===== src/rtl/serial_tx_ctrl.sv =====
// Framing controller for an external parallel-to-serial shifter: start bit,
// 8 data bits MSB first, optional parity bit, stop bit.
module serial_tx_ctrl #(
    parameter bit PARITY_EN  = 1'b0,
    parameter bit PARITY_ODD = 1'b0
) (
    input  logic       Clock,
    input  logic       Reset,
    input  logic [7:0] inData,
    input  logic       inValid,
    output logic       inReady,
    output logic [7:0] shData,
    output logic       shLoad,
    output logic       shSIn,
    input  logic       shSOut,
    output logic       txOut,
    output logic       busy,
    output logic       done
);

    localparam int unsigned DATA_W = 8;
    localparam int unsigned CNT_W  = 3;

    typedef enum logic [2:0] {
        IDLE   = 3'd0,
        START  = 3'd1,
        DATA   = 3'd2,
        PARITY = 3'd3,
        STOP   = 3'd4
    } state_e;

    state_e              state_q, state_d;
    logic [CNT_W-1:0]    bit_cnt_q, bit_cnt_d;
    logic [DATA_W-1:0]   byte_q, byte_d;
    logic                parity_q, parity_d;
    logic                tx_q, tx_d;
    logic                load_q, load_d;
    logic                busy_q, busy_d;
    logic                done_q, done_d;
    logic                ready_q, ready_d;
    logic                accept_c;

    // ready_q is high exactly in IDLE and STOP, so accept depends only on flops and inValid
    assign accept_c = inValid && ready_q;

    // Next-state, capture and registered-output decode
    always_comb begin
        state_d   = state_q;
        bit_cnt_d = bit_cnt_q;
        byte_d    = byte_q;
        parity_d  = parity_q;

        if (accept_c) begin
            byte_d   = inData;
            parity_d = (^inData) ^ PARITY_ODD;
        end

        case (state_q)
            IDLE:    if (accept_c) state_d = START;
            START: begin
                state_d   = DATA;
                bit_cnt_d = '0;
            end
            DATA: begin
                bit_cnt_d = bit_cnt_q + CNT_W'(1);
                if (bit_cnt_q == CNT_W'(7)) state_d = PARITY_EN ? PARITY : STOP;
            end
            PARITY:  state_d = STOP;
            STOP:    state_d = accept_c ? START : IDLE;
            default: state_d = IDLE;
        endcase

        tx_d    = 1'b1;
        if (state_d == START)  tx_d = 1'b0;
        if (state_d == PARITY) tx_d = parity_d;
        load_d  = (state_d == START);
        busy_d  = (state_d != IDLE);
        done_d  = (state_d == STOP);
        ready_d = (state_d == IDLE) || (state_d == STOP);
    end

    always_ff @(posedge Clock or posedge Reset) begin
        if (Reset) begin
            state_q   <= IDLE;
            bit_cnt_q <= '0;
            byte_q    <= '0;
            parity_q  <= 1'b0;
            tx_q      <= 1'b1;
            load_q    <= 1'b0;
            busy_q    <= 1'b0;
            done_q    <= 1'b0;
            ready_q   <= 1'b1;
        end else begin
            state_q   <= state_d;
            bit_cnt_q <= bit_cnt_d;
            byte_q    <= byte_d;
            parity_q  <= parity_d;
            tx_q      <= tx_d;
            load_q    <= load_d;
            busy_q    <= busy_d;
            done_q    <= done_d;
            ready_q   <= ready_d;
        end
    end

    // During DATA the line is the shifter's MSB straight through
    assign txOut   = (state_q == DATA) ? shSOut : tx_q;
    assign shData  = byte_q;
    assign shLoad  = load_q;
    assign shSIn   = 1'b0;
    assign busy    = busy_q;
    assign done    = done_q;
    assign inReady = ready_q;

endmodule


===== config.mk =====
export PLATFORM = sky130hd
export DESIGN_NAME = serial_tx_ctrl
export DESIGN_NICKNAME = d
export VERILOG_FILES = /design/src/rtl/serial_tx_ctrl.sv
export SDC_FILE = /design/constraint.sdc
export NUM_CORES = 1
export LEC_CHECK = 0
export CORE_UTILIZATION = 35
export CTS_CLUSTER_DIAMETER = 120
export CTS_CLUSTER_SIZE = 40
export DETAILED_ROUTE_END_ITERATION = 8
export PLACE_DENSITY = 0.72
export SKIP_CTS_REPAIR_TIMING = 1
export SLEW_MARGIN = 5
export SYNTH_ARGS = -nofsm -noshare
export SYNTH_HDL_FRONTEND = slang
export SYNTH_SLANG_ARGS = --single-unit

===== constraint.sdc =====
create_clock -name Clock -period 1.67 [get_ports Clock]
set_input_delay 0.2505 -clock Clock [delete_from_list [all_inputs] [get_ports Clock]]
set_output_delay 0.2505 -clock Clock [all_outputs]
set_load 0.02 [all_outputs]

[After elaboration in Yosys (flattened, before gate mapping)]
Index checks and enable logic that the tools add are counted.
Word-level totals
  logic and storage cells: 34
  flip-flop bits (word level): 20
  output and inout port bits: 14
  bits of input ports: 12
Operators by class
  multiplexer cells: 9
  reductions and logical operators: 7
  eq/ne operators: 8
  add/sub/neg operators: 1
Operators by type and width (count)
  $pmux W3 S5: 1
  $eq A3 B2 Y1 const B: 3
  $eq A3 B3 Y1 const B: 3
  $reduce_xor A8 Y1: 1
  $eq A3 B1 Y1 const B: 2
  $logic_not A3 Y1: 2
  $mux W3: 2
  $pmux W3 S2: 1
  $mux W1: 5
  $add A3 B1 Y3 const B: 1
  $reduce_bool A3 Y1: 1
  $reduce_bool A2 Y1: 1
  $logic_and A1 B1 Y1: 1
  $logic_or A1 B1 Y1: 1

[Longest topological paths before layout]
  depth after elaboration: 6
  depth in mapped cells: 6
  gate-level depth less buffers: 6

[Least setup slack after synthesis]
OpenSTA, ideal clock, no wires.
  path type: register -> output
  start point: register state_q[2]
  end point: output txOut
  buffers on the path: 0
  stages on the path, launching flop included: 4
  setup slack: 0.355 ns
  arrival time: 1.065 ns
  path through: dfrtp_1 -> nand2b_2 -> nor2_1 -> mux2_2
Between the ends
  longest elaborated chain between the ends: 2
Ends and longest elaborated chain
  from (decl): line 32  | state_e state_q, state_d;
  from (signal assigned): line 94  | state_q <= state_d;
  $eq A3 B2 Y1: line 107  | assign txOut = (state_q == DATA) ? shSOut : tx_q;
  $mux W1: line 107
  to (decl): line 16  | output logic txOut,
No other way between the ends.

[Final worst setup path]
Ends and elaborated chain as after synthesis.

==> flow_metrics.tcl <==
set metrics [dict create \
    status "finished, violations left" \
    violations "setup timing" \
    max_freq_mhz 590 \
    pwr-share-comb_pct 51.1 \
    antenna_found_initial 0 \
    max-cap-violations 0 \
    arrival_ps 1440 \
    syn_nets 74 \
    fin_crit_sh_pct 101 \
    slew_viol_final 0 \
    routabilityCongestion 0.769 \
    end_kind "output pin" \
    diodes 0 \
    hpwl_um 1000 \
    cp_max_fo 2 \
    via_count 543 \
    period_needed_ps 1690 \
    vias_per_cell 4.53 \
    cp-start-kind "flip-flop" \
    setup_viol 1 \
    coreArea_um2 2000 \
    path_clk_slew_ps 100 \
    grt_overflow 0 \
    worst-setup-path-type "reg2out" \
    drive_gt1_share_pct 28.0 \
    drc 0 \
    slowest_stage "dfrtp_1" \
    final_cells 120 \
    worst_r2r_endpoint "inReady$_DFF_PP1_" \
    fp-row-count 16 \
    cts_sinks 19 \
    skew_ps 5.51 \
    syn2layout_area_growth_pct 44.4 \
    nets 108 \
    seq_power_share_pct 38.0 \
    power.leakage_nw 0.517 \
    cts_tree "done" \
    slowest_delay_ps 390 \
    irDropWorstVdd_mv 0.839 \
    drt_pass1_iterations 4 \
    cp.required_ps 1420 \
    die_h_um 48.8 \
    io_buffers 24 \
    cts-root-buf "clkbuf_4" \
    yosys.area.top_type_share_pct 55.6 \
    grt_pass1_vias 566 \
    wl_per_cell_um 11.4 \
    grt_usage_pct 14.0 \
    drt_iter0_markers 6 \
    hold_viol_final 0 \
    synthTopCellsByArea "dfrtp_1 56%, mux2_2 15%, dfstp_2 6.9%" \
    switching_share_pct 35.7 \
    clockPowerShare_pct 10.9 \
    ys_ff_latch 19 \
    critPathLaunch "state_q[2]$_DFF_PP0_" \
    finalWirelength_um 1360 \
    yosysWarningCount 0 \
    power_switching_mw 0.734 \
    synth.distinct_cells 18 \
    r2r_slack_ps 310 \
    place_inst 115 \
    cp_num_buf_inv 1 \
    p_per_area_nw_per_um2 1860 \
    final_util_pct 55.3 \
    synth_area_per_cell_um2 12.8 \
    cts_max_path_buffers 2 \
    start_util_pct 38.2 \
    yosysTopAreaCell "dfrtp_1" \
    cp-endpoint "txOut" \
    seq_area_frac_synth_pct 62.4 \
    crit_family "flip-flops" \
    ff2ff_path_depth 6 \
    synthCells 60 \
    netlist_area_um2 766 \
    grt_pass1_wl_um 2500 \
    holdWs_ps 259 \
    die_w_um 48.8 \
    rsz0062_at_grt "yes" \
    worstPathCellList "nand2b_2 > nor2_2 > mux2_2 > buf_4" \
    grt_max_degree 20 \
    cts_max_level 1 \
    hold_path.class "in2async" \
    insertion_delay_ps 290 \
    cts_made_buffers 3 \
    final_antenna_net_count 0 \
    layout_setup_ws_ps -24.2 \
    path_depth 4 \
    ios 26 \
    r2r_start "bit_cnt_q[0]$_DFFE_PP0P_" \
    die-area_um2 2380 \
    power.internal_mw 1.32 \
]
-- cells by family (layout without fill, tap and decap cells) --
family | count (synthesis) | count (layout) | synth area share, %
compound gates | 7 | 7 | 5.39
fa+ha+maj | 2 | 2 | 3.27
buf+inv | 4 | 37 | 2.45
flops | 19 | 19 | 62.4
mux | 11 | 11 | 16.0
other cells | 1 | 1 | 0.490
simple gates | 16 | 16 | 9.97
-- worst reg2reg max path, stage by stage, from the launching register on --
cell	delay, ps
dfrtp_1	410
ha_1	200
ha_1	170
nor2_1	190
mux2i_1	120
nor2_1	130
nor2_1	70
-- flip-flops by register name, indices dropped and copies added (netlist names) --
name	count
shData	8
bit_cnt_q	3
state_q	3
busy	1
done	1
inReady	1
shLoad	1
tx_q	1
-- cell usage after synthesis --
cell type,instances
buf_4,1
nand2b_2,1
ha_1,2
nand2_2,1
nor2_1,7
conb_1,1
inv_1,3
dfstp_2,2
dfrtp_1,17
a21oi_1,2
o21ai_2,1
a21o_1,1
o21ai_0,3
nand2_1,3
mux2i_1,1
mux2_2,10
nand3_1,1
nor2b_1,3
-- power by group through the flow --
stage | Combinational, mW | Clock, mW | Sequential (mW)
final | 1.05 | 0.224 | 0.780
after global routing | 1.15 | 0.260 | 0.812
after CTS | 1.06 | 0.236 | 0.783
after detailed placement | 1.05 | 0 | 0.793
after global placement | 1.04 | 0 | 0.781
after floorplan | 0.388 | 0 | 0.983
-- how the worst min path moves through the flow --
stage | slack, ps | endpoint
after floorplan | 200 | bit_cnt_q[0]$_DFFE_PP0P_
after global placement | 490 | shData[5]$_DFFE_PP0P_
after detailed placement | 500 | shData[4]$_DFFE_PP0P_
after CTS | 250 | busy$_DFF_PP0_
after global routing | 270 | shLoad$_DFF_PP0_
final | 260 | bit_cnt_q[1]$_DFFE_PP0P_
-- area by class of cell --
cell class	count	area, um2
multi-input cells	37	272
repair buffers	30	285
flip-flops and latches	19	478
well taps	27	33.8
clock buffers	4	26.3
fillers	182	896
inverters	3	11.3
-- placed cells by master, fill, tap and decap left out --
cell             count
nand2b_2             1
clkbuf_4             3
clkbuf_1             1
a21oi_1              2
nor2_2               1
nand3_1              1
mux2i_1              1
dlymetal6s2s_1       1
conb_1               1
o21ai_0              3
dfrtp_1             17
nand2_1              3
inv_1                3
o21ai_2              1
dfstp_2              2
nand2_2              1
ha_1                 2
mux2_2              10
nor2_1               6
a21o_1               1
clkdlybuf4s50_1     22
buf_4                7
nor2b_1              3
-- stage by stage --
| stage | setup TNS [ps] | setup WS [ps] | cell area, um2 | power (mW) |
|---|---|---|---|---|
| 2_1_floorplan | 0 | 355 | 766 | 1.37 |
| 3_3_place_gp | -56.3 | -56.3 | 1070 | 1.82 |
| 3_5_place_dp | -104 | -104 | 1070 | 1.85 |
| 4_1_cts | -511 | -450 | 1100 | 2.08 |
| 5_1_grt | -93.1 | -93.1 | 1110 | 2.22 |
| 6_report | -24.2 | -24.2 | 1110 | 2.06 |
-- metal layers --
layer / up-vias / share of wire, % / track usage, %
li1: 264 / - / -
met1: 266 / 43 / 17.8
met2: 11 / 53 / 22.0
met3: 2 / 2.2 / 1.87
met4: 0 / 1.5 / 10.3
met5: - / 0 / 0
(Power assumes the default switching activity.)
